$ cat config.mk
export PLATFORM = sky130hd
export DESIGN_NAME = serial_add_ctrl
export DESIGN_NICKNAME = d
export VERILOG_FILES = /design/src/rtl/serial_add_ctrl_pkg.sv /design/src/rtl/serial_add_ctrl_full_adder_v1.sv /design/src/rtl/serial_add_ctrl.sv
export SDC_FILE = /design/constraint.sdc
export NUM_CORES = 1
export LEC_CHECK = 0
export ABC_AREA = 1
export BUFFER_PORTS_ARGS = -buffer_cell sky130_fd_sc_hd__buf_2
export CORE_MARGIN = 5
export CORE_UTILIZATION = 55
export DETAILED_ROUTE_END_ITERATION = 10
export GPL_ROUTABILITY_DRIVEN = 0
export GPL_TIMING_DRIVEN = 1
export PLACE_DENSITY = 0.78
export SYNTH_ARGS = -nofsm -noshare
export SYNTH_HDL_FRONTEND = slang
export SYNTH_SLANG_ARGS = --single-unit
$ cat constraint.sdc
create_clock -name clk -period 1.45 [get_ports clk]
set_input_delay 0.0725 -clock clk [delete_from_list [all_inputs] [get_ports clk]]
set_output_delay 0.0725 -clock clk [all_outputs]
set_load 0.01 [all_outputs]
$ cat src/rtl/serial_add_ctrl_pkg.sv
// Shared definitions for the bit-serial adder sequencer.
//   state_e   : FSM state encoding (IDLE=0, RUN=1, DONE=2)
//   cnt_width : bit-counter width for a given operand width (never below 1)
package serial_add_ctrl_pkg;

    typedef enum logic [1:0] {
        ST_IDLE = 2'd0,
        ST_RUN  = 2'd1,
        ST_DONE = 2'd2
    } state_e;

    // The counter only has to reach WIDTH-1, so clog2(WIDTH) bits are
    // enough. WIDTH=1 would give zero bits, so it is floored at one.
    function automatic int cnt_width(input int w);
        return (w > 1) ? $clog2(w) : 1;
    endfunction

endpackage

$ cat src/rtl/serial_add_ctrl_full_adder_v1.sv
// One-bit full adder cell, purely combinational.
// Ports:
//   a, b, cin : operand bits and carry-in
//   s         : sum bit
//   cout      : carry-out
module full_adder_v1 (
    input  logic a,
    input  logic b,
    input  logic cin,
    output logic s,
    output logic cout
);

    assign s    = a ^ b ^ cin;
    assign cout = (a & b) | (cin & (a ^ b));

endmodule

$ cat src/rtl/serial_add_ctrl.sv
// Bit-serial addition sequencer: {cout,sum} = a + b + cin, computed one bit
// per clock LSB-first through a single full_adder_v1 cell.
// Ports:
//   clk, rst_n : clock (rising edge), synchronous active-low reset
//   start      : request; accepted in IDLE or DONE, ignored while busy
//   a, b, cin  : operands, captured on the accepting edge
//   busy       : high while the addition is running (state RUN)
//   done       : one-cycle pulse when sum/cout have just been updated
//   sum, cout  : registered result, held until the next completion
// Handshake: a request is taken on any rising edge where start=1 and busy=0;
// the matching done pulse appears WIDTH edges later. Requests made while
// busy=1 are dropped, never queued.
module serial_add_ctrl
    import serial_add_ctrl_pkg::*;
#(
    parameter int WIDTH = 8
) (
    input  logic             clk,
    input  logic             rst_n,
    input  logic             start,
    input  logic [WIDTH-1:0] a,
    input  logic [WIDTH-1:0] b,
    input  logic             cin,
    output logic             busy,
    output logic             done,
    output logic [WIDTH-1:0] sum,
    output logic             cout
);

    localparam int             CW       = cnt_width(WIDTH);
    localparam logic [CW-1:0]  CNT_LAST = CW'(WIDTH - 1);

    state_e           state_q, state_d;
    logic [WIDTH-1:0] a_q, a_d;
    logic [WIDTH-1:0] b_q, b_d;
    logic [WIDTH-1:0] res_q, res_d;
    logic             carry_q, carry_d;
    logic [CW-1:0]    cnt_q, cnt_d;
    logic [WIDTH-1:0] sum_q, sum_d;
    logic             cout_q, cout_d;

    logic             fa_s;
    logic             fa_co;
    logic [WIDTH:0]   res_cat;
    logic [WIDTH-1:0] res_shift;

    full_adder_v1 u_fa (
        .a    (a_q[0]),
        .b    (b_q[0]),
        .cin  (carry_q),
        .s    (fa_s),
        .cout (fa_co)
    );

    // New sum bit enters at the MSB; after WIDTH shifts bit 0 of the
    // result lines up with bit 0 of the operands. Going through a
    // WIDTH+1 concatenation keeps this legal for WIDTH=1.
    assign res_cat   = {fa_s, res_q};
    assign res_shift = res_cat[WIDTH:1];

    always_comb begin
        state_d = state_q;
        a_d     = a_q;
        b_d     = b_q;
        res_d   = res_q;
        carry_d = carry_q;
        cnt_d   = cnt_q;
        sum_d   = sum_q;
        cout_d  = cout_q;

        unique case (state_q)
            // DONE accepts a new request exactly like IDLE, which gives
            // back-to-back operation without a bubble cycle.
            ST_IDLE, ST_DONE: begin
                if (start) begin
                    a_d     = a;
                    b_d     = b;
                    carry_d = cin;
                    res_d   = '0;
                    cnt_d   = '0;
                    state_d = ST_RUN;
                end else begin
                    state_d = ST_IDLE;
                end
            end
            ST_RUN: begin
                a_d     = a_q >> 1;
                b_d     = b_q >> 1;
                res_d   = res_shift;
                carry_d = fa_co;
                if (cnt_q == CNT_LAST) begin
                    sum_d   = res_shift;
                    cout_d  = fa_co;
                    cnt_d   = '0;
                    state_d = ST_DONE;
                end else begin
                    cnt_d = cnt_q + CW'(1);
                end
            end
            default: state_d = ST_IDLE;
        endcase
    end

    always_ff @(posedge clk) begin
        if (!rst_n) begin
            state_q <= ST_IDLE;
            a_q     <= '0;
            b_q     <= '0;
            res_q   <= '0;
            carry_q <= 1'b0;
            cnt_q   <= '0;
            sum_q   <= '0;
            cout_q  <= 1'b0;
        end else begin
            state_q <= state_d;
            a_q     <= a_d;
            b_q     <= b_d;
            res_q   <= res_d;
            carry_q <= carry_d;
            cnt_q   <= cnt_d;
            sum_q   <= sum_d;
            cout_q  <= cout_d;
        end
    end

    assign busy = (state_q == ST_RUN);
    assign done = (state_q == ST_DONE);
    assign sum  = sum_q;
    assign cout = cout_q;

endmodule

Word level (Yosys, flattened, before mapping)
Cells that the tools add are included.
{ "word_totals": {"input_bits": 20, "output_inout_bits": 11, "elab_cells": 38, "ff_bits": 39} }
{ "op_classes": {"reduce_logical": 5, "n_mux": 14, "addsub": 1, "n_bitwise": 5, "n_eq_ne": 5} }
{ "op_table": {"columns": ["operator", "n"], "rows": [
  ["one-hot mux 8 bit (2 select lines)", 3],
  ["2-to-1 mux 8 bit", 3],
  ["2-to-1 mux 3 bit", 2],
  ["one-hot mux 3 bit (2 select lines)", 1],
  ["one-hot mux 2 bit (2 select lines)", 1],
  ["AND reduction 2 bit", 2],
  ["adder 3 x 1 -> 3 bit (second input constant)", 1],
  ["equality test 3 bit (second input constant)", 1],
  ["bitwise AND 1 bit", 2],
  ["equality test 2 x 1 -> 1 bit (second input constant)", 1],
  ["equality test 2 bit (second input constant)", 1],
  ["zero test 2 bit", 1],
  ["2-to-1 mux 1 bit", 2],
  ["2-to-1 mux 2 bit", 1],
  ["!= test 2 x 1 -> 1 bit (second input constant)", 1],
  ["!= test 2 bit (second input constant)", 1],
  ["one-hot mux 1 bit (2 select lines)", 1],
  ["nonzero test 2 bit", 1],
  ["OR reduction 2 bit", 1],
  ["bitwise XOR 1 bit", 2],
  ["bitwise OR 1 bit", 1]
]} }

Logic depth before layout (Yosys ltp)
Gate-level depths: netlist of the first run.
{ "logic_depth": {"depth_word": 4, "depth_mapped": 7, "mapped_depth_nobuf": 7} }

By module
Synthesis of the first run repeated with hierarchy kept, for this count alone.
{ "hier_totals": {"hier_cells": 254, "hier_area_um2": 1805.5} }
{ "by_module_without_submodules": {"columns": ["mod", "seq_area_each_um2", "area_each_um2", "cells_per_inst", "n_inst"], "rows": [
  ["serial_add_ctrl", 760.7, 1785.5, 253, 1],
  ["full_adder_v1", 0.0, 20.0, 1, 1]
]} }

Least setup slack after synthesis of the first run
No wires, ideal clock.
{ "synth_timing": {"path_type": "reg-to-reg", "start": "register cnt_q[0]", "end": "register sum_q[1], in the netlist sum[1]", "arrival_time_ps": 1096, "slack_ps": 241, "period_less_slack_ps": 1209, "path_buffers": 0, "path_stages_with_launch": 7, "t_required_ps": 1337, "setup_ps": 113, "path_cell_list": "dfxtp_1 -> ha_1 -> ha_1 -> nand3_1 -> clkinv_1 -> nand2_1 -> nand2_1"} }
{ "synth_between": {"elab_chain_cells": 2} }
{ "synth_lines": {"columns": ["element", "line", "source"], "rows": [
  ["start, declared", "serial_add_ctrl.sv:38", "logic [CW-1:0] cnt_q, cnt_d;"],
  ["start signal, assigned", "serial_add_ctrl.sv:120", "cnt_q <= cnt_d;"],
  ["equality test 3 bit", "serial_add_ctrl.sv:91", "if (cnt_q == CNT_LAST) begin"],
  ["AND reduction 2 bit (no line)", null, null],
  ["end signal, assigned", "serial_add_ctrl.sv:121", "sum_q <= sum_d;"],
  ["end, declared", "serial_add_ctrl.sv:39", "logic [WIDTH-1:0] sum_q, sum_d;"]
]} }
Every way passes these cells.
A chain may end at the register's enable or synchronous reset.

Final worst setup path of the first run
{ "layout_timing": {"start": "register state_q[0]", "end": "output port busy"} }
{ "layout_between": {"elab_chain_cells": 1} }
{ "layout_lines": {"columns": ["element", "line", "source"], "rows": [
  ["start, declared", "serial_add_ctrl.sv:33", "state_e state_q, state_d;"],
  ["start signal, assigned", "serial_add_ctrl.sv:115", "state_q <= state_d;"],
  ["equality test 2 x 1 -> 1 bit", "serial_add_ctrl.sv:126", "assign busy = (state_q == ST_RUN);"],
  ["end, declared", "serial_add_ctrl.sv:24", "output logic busy,"]
]} }
Every way passes these cells.

==> flow_metrics.tcl, run 1 <==
set metrics [dict create \
    status "finished clean" \
    final_cells 347 \
    ys_seq_elements 38 \
    max-slew-margin-rel 0.685 \
    grt_max_degree 28 \
    post_cts_buffers 0 \
    grt_pass1_vias 1501 \
    avgRoutedWirePerCell_um 11.0 \
    holdCritStartpoint "rst_n" \
    cts_root_buffer "clkbuf_4" \
    synth_edf_count 0 \
    totalPowerFinal_mw 2.23 \
    nFillCells 266 \
    placed_area_um2 1980 \
    antenna_left 0 \
    num_rows 20 \
    syn_to_final_growth_pct 24.1 \
    synth_seq_area_share 0.421 \
    slew_violations 0 \
    die_area_um2 4530 \
    drtPass1Iterations 4 \
    synth.top_cell.area_share 0.421 \
    p_seq_frac 0.504 \
    worstPathRequired_ps 1380 \
    max_cap_viol_count 0 \
    dp_slack_ps 90.9 \
    critical_path_class "flop to output pin" \
    syn-num-nets 277 \
    crit_fanout 20 \
    synthCells 254 \
    vias 1698 \
    fin_ws_ps 56.1 \
    die_y_um 67.3 \
    tns_ps 0 \
    pwr_density_cell_nw_per_um2 997 \
    p_sw_frac 0.262 \
    synthTopCellsByCount "nand2_1, nand3_1, dfxtp_1" \
    post-route-min-period_ps 1390 \
    clk_latency_ps 350 \
    io_buffers 30 \
    grt_usage 0.188 \
    skew_ps 11.8 \
    cp-start-kind "flop" \
    ys.flop_type "dfxtp_1" \
    period_share 0.961 \
    core_um2 3100 \
    h-tree-depth 2 \
    setup_viol 0 \
    pwr-share-comb 0.179 \
    end_kind "output pin" \
    crit_path_start "state_q[0]" \
    path_clk_slew_ps 100 \
    max_freq_mhz 717 \
    pin_count 31 \
    async_reset_ff_frac 0 \
    remaining_drc_errors 0 \
    start_util 0.582 \
    drt-total-wl_mm 3.80 \
    fin_hold_ws_ps 116 \
    cts.sinks 38 \
    grt_pass1_wl_mm 6.55 \
    clockPowerShare 0.317 \
    rsz0062_at_grt "true" \
    synth_cell_types 20 \
    multiInputGateArea_um2 795 \
    avgSynthCellArea_um2 7.11 \
    cts.path.max_buffers 2 \
    viasPerCell 4.89 \
    antennaDiodeCount 0 \
    r2r_start "cnt_q[0]" \
    leakagePower_nw 1.11 \
    peakVddDrop_v 0.00105 \
    drt_iter0_drc 206 \
    die_w_um 67.3 \
    utilization 0.722 \
    finalHoldViolations 0 \
    antenna_found_initial 0 \
    overflow 0 \
    dp_cells 322 \
    netlist_area_um2 1810 \
    drive_gt1_frac 0.195 \
    final_area_um2 2240 \
    seq_area_um2 761 \
    p_sw_mw 0.585 \
    yosysMostFrequentCell "nand2_1" \
    cts_inserted_buffers 5 \
    dp_hpwl_mm 2.55 \
    p_int_mw 1.65 \
    cts_tree "done" \
    yosys-top-cells-area "dfxtp_1, nand3_1, nand2_1" \
    nets 325 \
    hold_class "input port to flop" \
    worst_slew_pin_slew_ps 472 \
    synth_area_leader_cell "dfxtp_1" \
    worst_ep_arrival_time_ps 1320 \
    yosysWarnings 0 \
]
## final timing paths
kind,cells past startpoint,slack [ps],endpoint
max reg2reg,6,230,sum[1]
min,3,120,sum[1]
max,4,60,busy
min reg2reg,2,470,sum[0]
## cell type report
class                   count  area share
clock buffers               7      0.0201
clock inverters             1      0.0134
inverters                  36      0.0603
multi-input cells         164       0.355
flip-flops and latches     38       0.339
well taps                  44      0.0246
repair buffers             57       0.188
## registers in the layout (all words and copies together) (netlist names)
register  count
carry_q       1
sum           8
b_q           8
state_q       2
cnt_q         3
a_q           8
cout          1
res_q         7
## power groups by stage
stage               Sequential, mW  Combinational, mW  Clock [mW]
detailed placement            1.15              0.357           0
global placement              1.15              0.353           0
CTS                           1.13              0.396       0.716
global route                  1.13              0.450       0.765
floorplan                     1.14              0.282           0
finish                        1.13              0.400       0.708
## metal layers
metal  vias to the layer above  global-route usage  wire, µm
li1                        897                   -         -
met1                       747               0.228      1730
met2                        49               0.313      1770
met3                         5              0.0616       268
met4                         0              0.0608        40
met5                         -                   0         0
## worst max-delay path: stages (launching register included)
cell	delay (ps)
dfxtp_1	380
inv_2	80
nor2_4	190
buf_12	190
buf_2	140
## logic make-up (layout without fill, tap and decap cells)
logic type               after synthesis  in the layout  share of synthesized area
AND/OR/NAND/NOR                      146            146                      0.367
buffers and inverters                 52            101                      0.139
flip-flops                            38             38                      0.421
AO/OA/AOI/OAI                         15             15                     0.0478
adder cells (fa/ha/maj)                3              3                     0.0249
## what timing repair did
action	4_1_cts	5_1_grt
setup endpoints to repair	1	9
resized for setup	1	3
hold buffers	17	0
hold endpoints to repair	17	0
cloned	0	0
## layout by cell type, fill, tap and decap left out
cell type / instances
nand3_1: 50
fa_1: 1
inv_2: 3
dlygate4sd3_1: 17
ha_1: 2
inv_1: 33
o21ai_0: 1
buf_4: 8
a21oi_1: 11
nor2_4: 1
nand3b_1: 3
a21oi_2: 3
buf_2: 30
nand2_1: 54
nor3_1: 15
buf_12: 2
nor2_1: 17
nand2_2: 6
dfxtp_1: 38
clkbuf_1: 2
clkbuf_4: 5
bufinv_16: 1
Power figures use the tool's default switching activity.
==> run 2, diff against run 1 <==
--- a/config.mk
+++ b/config.mk
@@ -5,14 +5,14 @@
 export SDC_FILE = /design/constraint.sdc
 export NUM_CORES = 1
 export LEC_CHECK = 0
-export ABC_AREA = 1
+export ABC_AREA = 0
 export BUFFER_PORTS_ARGS = -buffer_cell sky130_fd_sc_hd__buf_2
 export CORE_MARGIN = 5
-export CORE_UTILIZATION = 55
+export CORE_UTILIZATION = 53
 export DETAILED_ROUTE_END_ITERATION = 10
 export GPL_ROUTABILITY_DRIVEN = 0
 export GPL_TIMING_DRIVEN = 1
-export PLACE_DENSITY = 0.78
+export PLACE_DENSITY = 0.77
 export SYNTH_ARGS = -nofsm -noshare
 export SYNTH_HDL_FRONTEND = slang
 export SYNTH_SLANG_ARGS = --single-unit
==> run 2 against run 1 <==
Via count decreased by 15%. Critical path depth increased by 1. Clock-buffer cell count unchanged. Synthesized cell count decreased by 25%. Wire length decreased by 9.9%. Maximum frequency increased by 1.2%. Area after synthesis decreased by 11%. Setup slack improved by 17 ps. Sequential share of layout area increased by 4.5 points. Combinational power decreased by 33%. First-iteration DRC count decreased by 55%. Final area decreased by 12%. Highest routed layer unchanged.
==> flow_metrics.tcl, run 2 <==
set metrics [dict create \
    final_common_cell "nand2_1" \
    antenna_found_initial 0 \
    drt_iter0_drc 93 \
    die_y_um 65.0 \
    post-route-min-period_ps 1380 \
    grt_pass1_wl_mm 5.87 \
    synth_seq_area_share 0.475 \
    grt_usage 0.182 \
    grt_pass1_vias 1344 \
    avgRoutedWirePerCell_um 12.8 \
    ys_seq_elements 38 \
    pwr_density_cell_nw_per_um2 990 \
    clk_latency_ps 340 \
    p_sw_mw 0.501 \
    crit_top_cell "ha_1" \
    viasPerCell 5.37 \
    avgSynthCellArea_um2 8.42 \
    max-slew-margin-rel 0.659 \
    pwr-share-comb 0.137 \
    leakagePower_nw 0.795 \
    slowest_stage "dfxtp_1" \
    worst_ep_arrival_time_ps 1660 \
    ys.flop_type "dfxtp_1" \
    nFillCells 242 \
    antennaDiodeCount 0 \
    num_rows 20 \
    final_cells 267 \
    p_sw_frac 0.256 \
    end_kind "flop" \
    dp_hpwl_mm 2.18 \
    period_share 0.949 \
    finalHoldViolations 0 \
    min_path_cells 5 \
    drt-total-wl_mm 3.43 \
    hold_class "input port to flop" \
    cp-start-kind "flop" \
    start_util 0.537 \
    mostFrequentLayoutCells "nand2_1, dfxtp_1, buf_2" \
    setup_viol 0 \
    pin_count 31 \
    synth_cell_types 21 \
    die_area_um2 4220 \
    critical_path_class "flop to flop" \
    cts_tree "done" \
    nets 256 \
    synth_area_leader_cell "dfxtp_1" \
    crit_chain "ha_1 -> ha_1 -> nor4b_1 -> a31oi_1 -> nor2b_1" \
    clockPowerShare 0.289 \
    syn-num-nets 213 \
    max_cap_viol_count 0 \
    netlist_area_um2 1600 \
    cts_root_buffer "clkbuf_4" \
    reg2reg_depth 5 \
    cp_slowest_stage_delay_ps 340 \
    skew_ps 5.13 \
    max_freq_mhz 726 \
    path_clk_slew_ps 110 \
    dp_cells 241 \
    synthCells 190 \
    drtPass1Iterations 4 \
    antenna_left 0 \
    async_reset_ff_frac 0 \
    peakVddDrop_v 0.000569 \
    totalPowerFinal_mw 1.96 \
    die_w_um 65.0 \
    core_um2 2980 \
    io_buffers 30 \
    synth_edf_count 0 \
    yosysMostFrequentCell "nand2_1" \
    slew_violations 0 \
    crit_fanout 6 \
    drive_gt1_frac 0.192 \
    worst_slew_pin_slew_ps 512 \
    synthTopCellsByCount "nand2_1, dfxtp_1, nand3_1" \
    cts_inserted_buffers 5 \
    grt_max_degree 44 \
    cts.path.max_buffers 2 \
    remaining_drc_errors 0 \
    h-tree-depth 2 \
    status "finished clean" \
    cts.sinks 38 \
    p_seq_frac 0.575 \
    vias 1435 \
    yosysWarnings 0 \
    yosys-top-cells-area "dfxtp_1, nand2_1, a21boi_1" \
    worstPathRequired_ps 1730 \
    p_int_mw 1.46 \
    synth.top_cell.area_share 0.475 \
    overflow 0 \
    syn_to_final_growth_pct 23.6 \
]
## run 2: cell type report
class                      count  area, µm²  share of cell area
multi-input combinational    134        729               0.369
clock inverter                 1       5.00             0.00253
clock buffer                   7       55.1              0.0278
sequential                    38        761               0.385
tap                           33       41.3              0.0209
inverter                       1       8.76             0.00443
timing repair buffer          53        378               0.191
## run 2: critical path, delay by kind of cell (launching register included)
kind,cells,cell delay (ps)
AND/OR/NAND/NOR,2,460
adder cells (fa/ha/maj),2,450
flip-flops,1,340
AO/OA/AOI/OAI,1,70
## run 2: kinds of logic after synthesis
family,share of synthesized area
AND/OR/NAND/NOR,0.220
adder cells (fa/ha/maj),0.0281
AO/OA/AOI/OAI,0.206
flip-flops,0.475
buffers and inverters,0.0704
## run 2: worst paths after layout
path	start	to	slack [ps]
max	cnt_q[0]	cnt_q[0]	70
min	start	res_q[2]	230
max reg2reg	cnt_q[0]	cnt_q[0]	70
min reg2reg	sum[5]	sum[5]	460
## run 2: timing repair
action	in CTS	in global routing
endpoints found under the setup margin	1	10
hold buffers	17	0
setup buffers	0	1
hold endpoints to repair	17	0
gates resized for setup	1	2
## run 2: power groups by stage
stage / clock network, mW / registers (mW) / logic, mW
finish: 0.565 / 1.13 / 0.267
global route: 0.626 / 1.13 / 0.305
CTS: 0.583 / 1.13 / 0.265
detailed placement: 0 / 1.15 / 0.228
global placement: 0 / 1.15 / 0.220
floorplan: 0 / 1.14 / 0.183
## run 2: metal layers
layer  vias to the layer above  GRT usage  part of all wire  wire, µm
met5                         -          0                 0         0
met4                         0      0.103             0.015        51
met3                         6     0.0485             0.053       180
met2                        35      0.319              0.52      1780
met1                       659      0.196              0.41      1410
li1                        735          -                 -         -
## run 2: per-stage QoR
stage | hold WS, ps | setup TNS [ps] | util | instance area, µm² | setup WS (ps)
after floorplan | 217 | 0 | - | 1600 | 241
after global placement | 326 | 0 | 0.582 | 1730 | 157
after detailed placement | 340 | 0 | 0.582 | 1730 | 26.2
after CTS | 216 | 0 | 0.660 | 1970 | 12.5
after global routing | 252 | -10.7 | 0.664 | 1980 | -8.31
final | 230 | 0 | 0.664 | 1980 | 73.2
